### config.mk
export PLATFORM = sky130hd
export DESIGN_NAME = uart_tx_arbiter
export DESIGN_NICKNAME = d
export VERILOG_FILES = /design/src/rtl/uart_tx_arbiter.sv
export SDC_FILE = /design/constraint.sdc
export NUM_CORES = 1
export LEC_CHECK = 0
export BUFFER_PORTS_ARGS = -buffer_cell sky130_fd_sc_hd__buf_2
export CAP_MARGIN = 40
export CORE_MARGIN = 5
export CORE_UTILIZATION = 54
export CTS_BUF_LIST = sky130_fd_sc_hd__clkbuf_4 sky130_fd_sc_hd__clkbuf_8
export DETAILED_ROUTE_END_ITERATION = 8
export GPL_TIMING_DRIVEN = 1
export HOLD_SLACK_MARGIN = 0.06
export PLACE_DENSITY = 0.94
export SLEW_MARGIN = 40
export SYNTH_ARGS = -nofsm -noshare
export SYNTH_HDL_FRONTEND = slang
export SYNTH_SLANG_ARGS = --single-unit
export TNS_END_PERCENT = 30
### constraint.sdc
create_clock -name clock -period 3.8 [get_ports clock]
set_input_delay 0.19 -clock clock [delete_from_list [all_inputs] [get_ports clock]]
set_output_delay 0.19 -clock clock [all_outputs]
set_load 0.05 [all_outputs]
### src/rtl/uart_tx_arbiter.sv
// Round-robin arbiter that lends one UART transmitter to N_REQ byte-stream requesters for whole strings.
// Optional idle-owner watchdog: define UART_TX_ARB_TIMEOUT_EN (limit set by TIMEOUT_CYCLES).
module uart_tx_arbiter #(
    parameter int N_REQ  = 2,
    parameter int DATA_W = 8
`ifdef UART_TX_ARB_TIMEOUT_EN
    , parameter int TIMEOUT_CYCLES = 65535
`endif
) (
    input  logic                    clock,
    input  logic                    reset,
    input  logic [N_REQ-1:0]        req_lock,
    input  logic [N_REQ-1:0]        req_valid,
    input  logic [N_REQ*DATA_W-1:0] req_data,
    output logic [N_REQ-1:0]        req_ack,
    output logic [N_REQ-1:0]        req_done,
    output logic [N_REQ-1:0]        grant,
    output logic [DATA_W-1:0]       uart_tx_data,
    output logic                    uart_tx_ready,
    input  logic                    uart_tx_done
);

    localparam int IDX_W = $clog2(N_REQ);
    localparam logic [N_REQ-1:0] ONE = {{(N_REQ-1){1'b0}}, 1'b1};

    localparam logic [1:0] S_IDLE      = 2'd0;
    localparam logic [1:0] S_OWN       = 2'd1;
    localparam logic [1:0] S_WAIT_BUSY = 2'd2;
    localparam logic [1:0] S_WAIT_DONE = 2'd3;

    logic [1:0]        state_q, state_d;
    logic [IDX_W-1:0]  owner_q, owner_d;
    logic [IDX_W-1:0]  rr_ptr_q, rr_ptr_d;
    logic [N_REQ-1:0]  grant_q, grant_d;
    logic [N_REQ-1:0]  ack_q, ack_d;
    logic [N_REQ-1:0]  done_q, done_d;
    logic              ready_q, ready_d;
    logic [DATA_W-1:0] data_q, data_d;
    logic [1:0]        busy_cnt_q, busy_cnt_d;

    logic [N_REQ-1:0]  eligible;
    logic              win_found;
    logic [IDX_W-1:0]  win_idx;
    logic [IDX_W-1:0]  owner_next;
    int                scan_idx;

`ifdef UART_TX_ARB_TIMEOUT_EN
    localparam logic [15:0] TMO_LAST = 16'(TIMEOUT_CYCLES - 1);
    logic [15:0]       tmo_cnt_q, tmo_cnt_d;
    logic [N_REQ-1:0]  mask_q, mask_d;

    // A revoked requester stays out of arbitration until it drops its lock once.
    assign eligible = req_lock & ~mask_q;
`else
    assign eligible = req_lock;
`endif

    // Wrap is an explicit compare so non-power-of-two N_REQ stays in range.
    assign owner_next = (owner_q == IDX_W'(N_REQ - 1)) ? '0 : owner_q + 1'b1;

    always_comb begin
        win_found = 1'b0;
        win_idx   = '0;
        scan_idx  = 0;
        for (int off = 0; off < N_REQ; off++) begin
            scan_idx = int'(rr_ptr_q) + off;
            if (scan_idx >= N_REQ) begin
                scan_idx = scan_idx - N_REQ;
            end
            if (!win_found && eligible[IDX_W'(scan_idx)]) begin
                win_found = 1'b1;
                win_idx   = IDX_W'(scan_idx);
            end
        end
    end

    always_comb begin
        state_d    = state_q;
        owner_d    = owner_q;
        rr_ptr_d   = rr_ptr_q;
        grant_d    = grant_q;
        ack_d      = '0;
        done_d     = '0;
        ready_d    = 1'b0;
        data_d     = data_q;
        busy_cnt_d = busy_cnt_q;
`ifdef UART_TX_ARB_TIMEOUT_EN
        mask_d     = mask_q & req_lock;
`endif
        case (state_q)
            S_IDLE: begin
                grant_d = '0;
                if (win_found) begin
                    owner_d = win_idx;
                    grant_d = ONE << win_idx;
                    state_d = S_OWN;
                end
            end
            S_OWN: begin
                if (!req_lock[owner_q]) begin
                    grant_d  = '0;
                    rr_ptr_d = owner_next;
                    state_d  = S_IDLE;
                end else if (req_valid[owner_q] && uart_tx_done) begin
                    data_d     = req_data[int'(owner_q)*DATA_W +: DATA_W];
                    ack_d      = ONE << owner_q;
                    ready_d    = 1'b1;
                    busy_cnt_d = '0;
                    state_d    = S_WAIT_BUSY;
`ifdef UART_TX_ARB_TIMEOUT_EN
                end else if (!req_valid[owner_q] && (tmo_cnt_q == TMO_LAST)) begin
                    grant_d         = '0;
                    rr_ptr_d        = owner_next;
                    state_d         = S_IDLE;
                    mask_d[owner_q] = 1'b1;
`endif
                end
            end
            S_WAIT_BUSY: begin
                // A start that the UART never acknowledges is re-issued with the same byte.
                if (!uart_tx_done) begin
                    busy_cnt_d = '0;
                    state_d    = S_WAIT_DONE;
                end else if (busy_cnt_q == 2'd3) begin
                    ready_d    = 1'b1;
                    busy_cnt_d = '0;
                end else begin
                    busy_cnt_d = busy_cnt_q + 2'd1;
                end
            end
            S_WAIT_DONE: begin
                if (uart_tx_done) begin
                    done_d  = ONE << owner_q;
                    state_d = S_OWN;
                end
            end
            default: begin
                grant_d = '0;
                state_d = S_IDLE;
            end
        endcase
    end

`ifdef UART_TX_ARB_TIMEOUT_EN
    always_comb begin
        tmo_cnt_d = '0;
        if ((state_q == S_OWN) && (state_d == S_OWN) && !req_valid[owner_q]) begin
            tmo_cnt_d = tmo_cnt_q + 16'd1;
        end
    end
`endif

    always_ff @(posedge clock) begin
        if (reset) begin
            state_q    <= S_IDLE;
            owner_q    <= '0;
            rr_ptr_q   <= '0;
            grant_q    <= '0;
            ack_q      <= '0;
            done_q     <= '0;
            ready_q    <= 1'b0;
            data_q     <= '0;
            busy_cnt_q <= '0;
`ifdef UART_TX_ARB_TIMEOUT_EN
            tmo_cnt_q  <= '0;
            mask_q     <= '0;
`endif
        end else begin
            state_q    <= state_d;
            owner_q    <= owner_d;
            rr_ptr_q   <= rr_ptr_d;
            grant_q    <= grant_d;
            ack_q      <= ack_d;
            done_q     <= done_d;
            ready_q    <= ready_d;
            data_q     <= data_d;
            busy_cnt_q <= busy_cnt_d;
`ifdef UART_TX_ARB_TIMEOUT_EN
            tmo_cnt_q  <= tmo_cnt_d;
            mask_q     <= mask_d;
`endif
        end
    end

    assign grant         = grant_q;
    assign req_ack       = ack_q;
    assign req_done      = done_q;
    assign uart_tx_ready = ready_q;
    assign uart_tx_data  = data_q;

endmodule

==> flow_summary_export.csv <==
group,metric,value,unit
synthesis,synth_cells,108,
timing,slew_headroom,0.507,
placed_design,gp_congestion,0.867,
timing,fmax,474,MHz
routing,drt-total-wl,2600,µm
worst_setup_path,arrival,2.36,ns
worst_setup_path,end_kind,"flip-flop",
worst_setup_path,worstReg2RegStart,"owner_q$_SDFFE_PP0P_",
floorplan,core,1920,µm²
finish,fin_nets,174,
worst_setup_path,regToRegSetupSlack,1.69,ns
clocking,numCtsBuffers,3,
timing,hold_viol,0,
timing,layout_min_cycle_time,2.11,ns
finish,final_util,0.663,
placed_design,placed_cells,167,
routing,wl_per_cell,15.2,µm
synthesis,ys_top_cells_by_area,"dfxtp_1, mux2i_1, a211oi_2",
floorplan,die_x,54.3,µm
worst_setup_path,critical_path_class,"flip-flop to flip-flop",
power_and_ir_drop,leakage,0.561,nW
worst_setup_path,r2r_end,"busy_cnt_q[0]$_SDFFE_PP0P_",
power_and_ir_drop,peakVddDrop,0.000222,V
clocking,cts_num_sinks,21,
global_route,grt_usage,0.199,
timing,drv_slew,0,
run_status,status,"complete, no violations",
clocking,root_buffer,"clkbuf_4",
synthesis,synth_fp_nets,137,
floorplan,dieArea,2950,µm²
worst_setup_path,reg2reg_depth,5,
power_and_ir_drop,power_density,359,nW/µm²
floorplan,ioPinCount,38,
synthesis,yosysUniqueCellTypes,26,
clocking,htree_levels,1,
synthesis,synth_top_family_by_area,"compound AO/OA/AOI/OAI gates",
synthesis,synthMuxAreaShare,0.134,
clocking,cts_tree,"yes",
synthesis,synth_largest_area_cell,"dfxtp_1",
clocking,clk_path_buf_depth,2,
worst_setup_path,cp.required,4.05,ns
job,cap_violations,0,
worst_setup_path,cp-startpoint,"owner_q$_SDFFE_PP0P_",
global_route,overflow,0,
worst_setup_path,path_max_fanout,21,
synthesis,synth_xor_area_frac,0,
global_route,grt_max_degree,22,
placed_design,port_buffers,37,
synthesis,synth_warnings,0,
global_route,antenna_found_initial,0,
synthesis,avgSynthCellArea,9.80,µm²
floorplan,fp-row-count,16,
worst_setup_path,worstSetupEndpoint,"busy_cnt_q[0]$_SDFFE_PP0P_",
clocking,insertion_delay,0.31,ns
finish,antennaDiodeCount,0,
clocking,cts_hold_buf,0,
worst_hold_path,hold_class,"input pin to flip-flop",
clocking,clkSlewWorstSetupHoldPaths,0.12,ns
synthesis,synth_edf_count,0,
routing,drt_drc_violations_left,0,
routing,ant_nets,0,
finish,area_growth,20.3,%
routing,via_per_inst,5.48,
timing,worstMarginPinSlew,0.739,ns
timing,tns,0,ns
finish,layout-drive-gt1-share,0.361,
floorplan,initial_utilization,0.551,
finish,stdcell_area,1270,µm²
synthesis,synthArstFlopShare,0,
timing,skew,0.00432,ns
placed_design,place_area,1240,µm²
synthesis,yosys.area_share.adder,0.0709,
timing,whs,0.176,ns
clocking,post_cts_buffers,0,
worst_setup_path,start_kind,"flip-flop",
synthesis,yosys.area.top_type_share,0.397,
routing,vias,937,
timing,finalCritPeriodShare,0.555,
synthesis,ys_seq_area_frac,0.397,
synthesis,ys_ff_latch,21,
finish,final_cells,171,
routing,drt_first_pass_iters,5,
timing,rsz0062_at_grt,"no",
global_route,grt_pass1_wl,4110,µm
clocking,ctsResizeCount,0,
routing,drtIter0Drc,15,
synthesis,synth-simple-area-share,0.154,
timing,setup-violations-final,0,
synthesis,synth_ff_type,"dfxtp_1",
floorplan,die_y,54.3,µm
global_route,grt_pass1_vias,890,
synthesis,synth-compound-area-share,0.184,
synthesis,netlist_area,1060,µm²
layer usage:
metal | global-route usage | wire length [µm] | vias up
met1 | 0.218 | 981 | 431
li1 | - | - | 453
met3 | 0.0327 | 114 | 15
met4 | 0.124 | 112 | 0
met5 | 0 | 0 | -
met2 | 0.353 | 1390 | 38
state kept, by name, summed over array words and instances (netlist names):
register       flops
busy_cnt_q         2
grant              2
owner_q            1
req_ack            2
req_done           2
rr_ptr_q           1
state_q            2
uart_tx_data       8
uart_tx_ready      1
critical path, stage by stage, from the launching register on:
cell	delay [ns]
dfxtp_1	0.82
mux2i_1	0.43
nor4_4	0.08
buf_4	0.22
a21oi_1	0.27
mux2i_1	0.22
kinds of logic after synthesis:
group                      count (synthesis)
and+or+nand+nor                           32
AOI/OAI and AO/OA                         23
DFF                                       21
muxes                                     14
buffers and inverters                     12
adders and majority gates                  6
area by class of cell:
type | count | area (µm²)
multi-input combinational | 75 | 574
tap | 27 | 33.8
fill | 167 | 648
inverter | 6 | 22.5
clock inverter | 1 | 7.51
timing repair buffer | 38 | 193
sequential | 21 | 420
clock buffer | 3 | 22.5
report_power, final:
part / switching (mW) / leakage, nW / internal, mW
Sequential: 0.0120 / 0.170 / 0.230
Combinational: 0.0641 / 0.376 / 0.0380
Clock: 0.0724 / 0.0139 / 0.0402
Total: 0.149 / 0.561 / 0.308
through the flow:
step / setup WS, ns / total power [mW]
after global routing: 1.54 / 0.485
after floorplan: 2.19 / 0.320
after global placement: 1.88 / 0.342
after detailed placement: 1.71 / 0.348
final: 1.69 / 0.457
after CTS: 1.66 / 0.459
how the worst min path moves through the flow:
| stage | start | endpoint | slack (ns) | depth (start not counted) |
|---|---|---|---|---|
| global placement | grant[1]$_SDFFE_PP0P_ | grant[1]$_SDFFE_PP0P_ | 0.44 | 2 |
| global route | req_lock[0] | owner_q$_SDFFE_PP0P_ | 0.16 | 3 |
| finish | req_lock[0] | owner_q$_SDFFE_PP0P_ | 0.18 | 3 |
| CTS | req_lock[0] | owner_q$_SDFFE_PP0P_ | 0.17 | 3 |
| floorplan | req_lock[0] | owner_q$_SDFFE_PP0P_ | 0.35 | 2 |
| detailed placement | grant[1]$_SDFFE_PP0P_ | grant[1]$_SDFFE_PP0P_ | 0.44 | 2 |
synth_stat cells (all sizes together) (2+ instances only):
| master | number |
|---|---|
| a211oi | 8 |
| a21oi | 7 |
| and2 | 2 |
| and3 | 2 |
| buf | 3 |
| clkbuf | 3 |
| dfxtp | 21 |
| ha | 6 |
| inv | 6 |
| mux2i | 13 |
| nand2 | 8 |
| nand3 | 3 |
| nor2 | 13 |
| o21ai | 2 |
placed cells by master (no fill, tap or decap), drive strengths merged:
| master | netlist | final |
|---|---|---|
| nor2 | 13 | 13 |
| nor3b | 1 | 1 |
| clkinvlp | 0 | 1 |
| a211oi | 8 | 8 |
| a21boi | 1 | 1 |
| ha | 6 | 6 |
| nand4 | 1 | 1 |
| o211ai | 1 | 1 |
| a211o | 1 | 1 |
| o2111ai | 1 | 1 |
| and2 | 2 | 2 |
| a21oi | 7 | 7 |
| a221oi | 1 | 1 |
| mux2i | 13 | 13 |
| clkbuf | 3 | 3 |
| a311oi | 1 | 1 |
| nor4 | 1 | 1 |
| o21ai | 2 | 2 |
| nand3 | 3 | 3 |
| and3 | 2 | 2 |
| mux2 | 1 | 1 |
| inv | 6 | 6 |
| nor4b | 1 | 1 |
| dfxtp | 21 | 21 |
| buf | 3 | 38 |
| nand2 | 8 | 8 |
No activity file was read; power rests on OpenSTA's default activity.
